**config.mk**
```make
export PLATFORM = sky130hd
export DESIGN_NAME = boreal_action_gate
export DESIGN_NICKNAME = d
export VERILOG_FILES = /design/src/rtl/boreal_action_gate.sv
export SDC_FILE = /design/constraint.sdc
export NUM_CORES = 2
export LEC_CHECK = 0
export CAP_MARGIN = 20
export CORE_AREA = 2 2 318 320
export DETAILED_ROUTE_END_ITERATION = 8
export DIE_AREA = 0 0 320 322
export GPL_ROUTABILITY_DRIVEN = 1
export PLACE_DENSITY_LB_ADDON = 0.12
export SLEW_MARGIN = 10
export SYNTH_ARGS = -nofsm -noshare
export SYNTH_HDL_FRONTEND = slang
export SYNTH_SLANG_ARGS = --single-unit
```
**constraint.sdc**
```tcl
create_clock -name clk -period 2.61 [get_ports clk]
set_input_delay 0.522 -clock clk [delete_from_list [all_inputs] [get_ports clk]]
set_output_delay 0.522 -clock clk [all_outputs]
set_load 0.05 [all_outputs]
```
**src/rtl/boreal_action_gate.sv**
```systemverilog
// Responder side of the decision-VM action interface: captures one action,
// validates it against the fixed policy, and returns one response per capture.
module boreal_action_gate #(
    parameter logic [31:0] POLICY_HASH = 32'hA5A5_0001,
    parameter logic [31:0] ARG_MAX     = 32'd100,
    parameter logic [31:0] TARGET_LO   = 32'h10,
    parameter logic [31:0] TARGET_HI   = 32'h1F,
    parameter logic [31:0] OPCODE_MASK = 32'h0000_0002,
    parameter logic [31:0] MIN_GAP     = 32'd0
) (
    input  logic         clk,
    input  logic         rst,
    input  logic         act_valid,
    input  logic [511:0] act_data,
    output logic         gate_resp_valid,
    output logic [159:0] gate_resp_data,
    output logic         cmd_valid,
    output logic [31:0]  cmd_target,
    output logic [31:0]  cmd_arg0,
    output logic [31:0]  cmd_arg1,
    output logic [15:0]  accept_cnt,
    output logic [15:0]  reject_cnt,
    output logic [15:0]  drop_cnt
);
    // state | meaning
    // IDLE  | waiting for an action pulse
    // CHECK | evaluating the latched action
    // RESP  | response (and command on accept) strobe
    typedef enum logic [1:0] {IDLE, CHECK, RESP} state_t;

    localparam logic [7:0] ST_ACCEPT    = 8'h00;
    localparam logic [7:0] ST_MALFORMED = 8'h01;
    localparam logic [7:0] ST_POLICY    = 8'h02;
    localparam logic [7:0] ST_REPLAY    = 8'h03;
    localparam logic [7:0] ST_EXHAUSTED = 8'h04;
    localparam logic [7:0] ST_OPCODE    = 8'h05;
    localparam logic [7:0] ST_TARGET    = 8'h06;
    localparam logic [7:0] ST_BOUNDS    = 8'h07;
    localparam logic [7:0] ST_RATE      = 8'h08;
    localparam logic [7:0] ST_CLAMPED   = 8'h10;

    state_t       state, next_state;
    logic [511:0] act_q;
    logic [7:0]   status, status_q;
    logic [31:0]  eff_arg0;
    logic         acc_q;
    logic [31:0]  expected_nonce;
    logic         exhausted;
    logic [31:0]  gap_cnt;

    logic [31:0] f_opcode, f_target, f_arg0, f_arg1, f_hash, f_bounds, f_nonce;
    assign f_opcode = act_q[31:0];
    assign f_target = act_q[63:32];
    assign f_arg0   = act_q[95:64];
    assign f_arg1   = act_q[127:96];
    assign f_hash   = act_q[191:160];
    assign f_bounds = act_q[223:192];
    assign f_nonce  = act_q[255:224];

    always_ff @(posedge clk) begin
        if (rst) state <= IDLE;
        else     state <= next_state;
    end

    always_comb begin
        next_state = state;
        case (state)
            IDLE:    if (act_valid) next_state = CHECK;
            CHECK:   next_state = RESP;
            RESP:    next_state = IDLE;
            default: next_state = IDLE;
        endcase
    end

    always_comb begin
        gate_resp_valid = (state == RESP);
        cmd_valid       = (state == RESP) && acc_q;
    end

    // Gap counter saturates at MIN_GAP, so "below MIN_GAP" reduces to inequality.
    always_comb begin
        status   = ST_ACCEPT;
        eff_arg0 = f_arg0;
        if ((|act_q[159:128]) || (|act_q[511:256]) || (f_bounds > 32'd1))
            status = ST_MALFORMED;
        else if (f_hash != POLICY_HASH)
            status = ST_POLICY;
        else if (exhausted)
            status = ST_EXHAUSTED;
        else if (f_nonce < expected_nonce)
            status = ST_REPLAY;
        else if ((|f_opcode[31:5]) || !OPCODE_MASK[f_opcode[4:0]])
            status = ST_OPCODE;
        else if ((f_target < TARGET_LO) || (f_target > TARGET_HI))
            status = ST_TARGET;
        else if ((f_arg0 > ARG_MAX) && f_bounds[0])
            status = ST_BOUNDS;
        else if (gap_cnt != MIN_GAP)
            status = ST_RATE;
        else if (f_arg0 > ARG_MAX) begin
            status   = ST_CLAMPED;
            eff_arg0 = ARG_MAX;
        end
    end

    always_ff @(posedge clk) begin
        if (rst) begin
            act_q          <= '0;
            status_q       <= '0;
            acc_q          <= 1'b0;
            gate_resp_data <= '0;
            cmd_target     <= '0;
            cmd_arg0       <= '0;
            cmd_arg1       <= '0;
            accept_cnt     <= '0;
            reject_cnt     <= '0;
            drop_cnt       <= '0;
            expected_nonce <= '0;
            exhausted      <= 1'b0;
            gap_cnt        <= MIN_GAP;
        end else begin
            if (state == IDLE && act_valid)
                act_q <= act_data;
            if (state != IDLE && act_valid && drop_cnt != 16'hFFFF)
                drop_cnt <= drop_cnt + 16'd1;

            if (state == RESP && acc_q)
                gap_cnt <= '0;
            else if (gap_cnt != MIN_GAP)
                gap_cnt <= gap_cnt + 32'd1;

            if (state == CHECK) begin
                status_q       <= status;
                acc_q          <= (status == ST_ACCEPT) || (status == ST_CLAMPED);
                gate_resp_data <= {eff_arg0, f_target, f_opcode, f_nonce, 24'd0, status};
                if ((status == ST_ACCEPT) || (status == ST_CLAMPED)) begin
                    cmd_target <= f_target;
                    cmd_arg0   <= eff_arg0;
                    cmd_arg1   <= f_arg1;
                end
            end

            if (state == RESP) begin
                if (acc_q) begin
                    if (accept_cnt != 16'hFFFF) accept_cnt <= accept_cnt + 16'd1;
                end else begin
                    if (reject_cnt != 16'hFFFF) reject_cnt <= reject_cnt + 16'd1;
                end
                if (status_q != ST_MALFORMED && status_q != ST_POLICY &&
                    status_q != ST_REPLAY && status_q != ST_EXHAUSTED) begin
                    if (f_nonce == 32'hFFFF_FFFF) begin
                        expected_nonce <= 32'hFFFF_FFFF;
                        exhausted      <= 1'b1;
                    end else begin
                        expected_nonce <= f_nonce + 32'd1;
                    end
                end
            end
        end
    end
endmodule

```
==> metrics.md <==
| Metric | Value |
|---|---|
| Worst skew pair latency | `0.68 ns` |
| Synth area leader | `dfxtp_1` |
| Wire length per cell | `between 15 and 20 um` |
| Asr flop ratio synth | `0` |
| Status | `finished, violations left` |
| Post-route antenna net violation count | `0` |
| # rows | `116` |
| Post-route insts no fill | `around 6300` |
| Core area | `0.09957 mm^2` |
| Post-synth cell types | `58` |
| Final Max Tran Viols | `0` |
| CP arrival | `3.26 ns` |
| Via total after detailed routing | `30560` |
| Met3 Use GR | `0.05986` |
| DPL Wire Length | `84.00 mm` |
| Final WL | `117.7 mm` |
| Failing checks | `setup timing` |
| Die width | `~320 um` |
| Hold crit path type | `in2reg` |
| Vias per cell | `4.879` |
| Gate Count Post-Synth | `4077` |
| Fillers | `9888` |
| Startpoint types | `register` |
| Grt ovf | `0` |
| Placer Congestion | `between 0.8 and 0.9` |
| Post-Synth Simple-Gate Area | `0.2555` |
| Top-count cell post-synth | `nand2_1` |
| CP Class | `reg2reg` |
| Max clock buf depth | `3` |
| Proportion of synthesized area in mux cells | `0.001856` |
| Port bufs | `~800` |
| Adder-cell share of the synthesized area | `0.01402` |
| Unrepaired setup endpoints after global routing | `yes` |
| Synth Area in XOR/XNOR | `0.02466` |
| TritonCTS clock tree | `yes` |
| Setup Viol. Count Final | `94` |
| CTS Hold Bufs | `0` |
| Main combinational cell family by area after synthesis | `simple AND/OR/NAND/NOR gates` |
| Power Density | `674.7 mW/mm^2` |
| #FFs+latches synth | `about 860` |
| Mapped Area | `0.03303 mm^2` |
| Headroom to the max-slew limit | `0.4282` |
| CTS Buf Count | `96` |
| Synth Flop Type | `dfxtp_1` |
| Top Ports | `821` |
| Initial antenna violation count | `37` |
| Post-synth top area share | `0.5200` |
| Critical Path RT | `around 3.2 ns` |
| Met2 usage | `0.3611` |
| Number of synthesized flops with an enable pin | `0` |
| Crit-path cells | `nor4_1 -> buf_4 -> nand4_1 -> nor4_2 -> nand2_2 -> nor2_4 -> o311a_4 -> and3_4 -> buf_12 -> nor3b_2` |
| Die Ht | `322 um` |
| Global routing's busiest layer | `met2` |
| Fmax | `368.5 MHz` |
| Max H-tree Level | `3` |
| Register area share after synthesis | `0.5200` |
| Initial Util | `0.3317` |
| Leakage power | `17.08 nW` |
| Overall die area | `0.1030 mm^2` |
| Cells after DPL | `6069` |
| Syn Area/Cell | `8.101 um^2` |
| Layout cells sized above 1 | `0.09996` |
| Worst path max stage delay | `~0.36 ns` |
| Maximum VDD drop | `approximately 0.42 mV` |
| YS warnings | `0` |
| GRT Overall Usage | `0.2182` |
| Ranking of synthesized cells by area | `dfxtp_1 52%, nand2_1 15%, a21oi_1 11%, clkbuf_1 2.8%, nor4_1 2.2%` |
| Largest net degree at the start of global routing | `133` |
| Drt initial violations | `1979` |
| Worst Tran Pin Value | `0.8578 ns` |
| First-pass GRT wire length | `175.4 mm` |
| Min Clock Period, post-route | `2.714 ns` |
| Synth cell count leaders | `1305 x nand2_1, 858 x dfxtp_1, 713 x a21oi_1` |
| Final hold vios | `0` |
| Synth Area in Compound Gates | `0.1359` |
| Fin nets | `about 5400` |
| Final critical-path share of the clock period | `1.040` |
| Vias in the first global route | `29530` |
| Worst path slowest cell | `nor4_2` |
| Drt pass-1 iters | `5` |
| Number of max-cap violations | `0` |
| Clock transition at path regs | `0.06 ns` |
| CTS sink cnt | `858` |
| Setup crit end kind | `register` |
| DRC | `0` |
| Clock Skew | `0.03354 ns` |
| Met1 Use GR | `0.2692` |
| Layout area overhead | `42.71%` |
| CTS root buf | `clkbuf_16` |
| Slack of the critical path | `-0.1036 ns` |
| Crit-path max FO | `16` |
| Dpl ws | `-0.4320 ns` |
[critical path, delay by kind of cell (launching register included)]
family | cells | cell delay, ns
simple gates | 7 | 1.60
compound gates | 1 | 0.24
flops | 1 | 0.33
buf+inv | 2 | 0.38
[layer usage]
layer  share of wire  vias up  routed length [um]
li1                -    15310                   -
met2            0.48      766               55920
met4           0.034       48                3971
met5          0.0026        -                 307
met1            0.42    14220               49980
met3           0.064      220                7534
[metrics by stage]
stage	hold slack [ns]	area [um^2]	utilization	TNS [ns]	power, mW
floorplan	0.4313	33130	-	0	16.04
global placement	0.4391	43250	0.4343	-43.22	17.87
detailed placement	0.4419	43250	0.4343	-44.48	17.89
CTS	0.3085	46870	0.4708	-3.394	32.17
global route	0.3336	47130	0.4734	-27.69	33.04
finish	0.3403	47140	0.4734	-5.046	31.80
[where the power goes]
| group | total, mW | switching (mW) | internal (mW) | leakage, nW |
|---|---|---|---|---|
| registers | 14.0 | 0.332 | 13.7 | 7.00 |
| clock network | 14.1 | 5.75 | 8.39 | 1.63 |
| logic | 3.66 | 2.01 | 1.65 | 8.44 |
| total | 31.8 | 8.09 | 23.7 | 17.1 |
[registers in the layout (all words and copies together) (netlist names), named ones only]
| signal | count |
|---|---|
| cmd_arg1 | 32 |
| drop_cnt | 16 |
| act_q | 512 |
| reject_cnt | 16 |
| cmd_target | 32 |
| gap_cnt | 32 |
| exhausted | 1 |
| expected_nonce | 32 |
| status_q | 4 |
| cmd_arg0 | 32 |
| acc_q | 1 |
| gate_resp_data | 129 |
| accept_cnt | 16 |
| state | 2 |
[cell type report]
class                           instances  area [um^2]  share of cell area
Clock buffer                          136         2803             0.05946
Multi-Input combinational cell       2882        14790              0.3137
Inverter                               52        195.2            0.004141
Clock inverter                         35        508.0             0.01078
Sequential cell                       858        17190              0.3646
Timing Repair Buffer                  989         9997              0.2121
Tap cell                             1298         1624             0.03446
Antenna cell                           14        35.03           0.0007433
[what timing repair did]
action	4_1_cts	5_1_grt
cloned	2	2
endpoints found under the setup margin	135	137
buffers inserted	3	3
pin swaps	23	28
gates resized for setup	56	31
[cell families after synthesis]
logic type,Yosys count
other,1
adders and majority gates,37
AOI/OAI and AO/OA,840
and+or+nand+nor,1878
muxes,6
buffers and inverters,364
xor gates and xnor gates,93
DFF,858
[worst paths after layout]
kind                                         startpoint                          end  slack (ns)  cells after the start
worst min register to register  act_q[178]$_SDFFE_PP0P_      act_q[178]$_SDFFE_PP0P_        0.45                      2
worst min-delay path                                rst      act_q[191]$_SDFFE_PP0P_        0.34                      2
worst max register to register  act_q[334]$_SDFFE_PP0P_  cmd_target[16]$_SDFFE_PP0P_       -0.10                     10
worst max-delay path            act_q[334]$_SDFFE_PP0P_  cmd_target[16]$_SDFFE_PP0P_       -0.10                     10
[placed cells by master (no fill, tap or decap), types with 62 or more instances in the layout]
cell type	count
nand2_1	1302
dfxtp_1	849
xor2_1	62
nor4_1	98
nor2_1	142
clkbuf_16	98
a21oi_1	707
clkdlybuf4s50_1	784
nand4_1	95
buf_4	152
nand3_1	74
No activity file was read; power rests on OpenSTA's default activity.
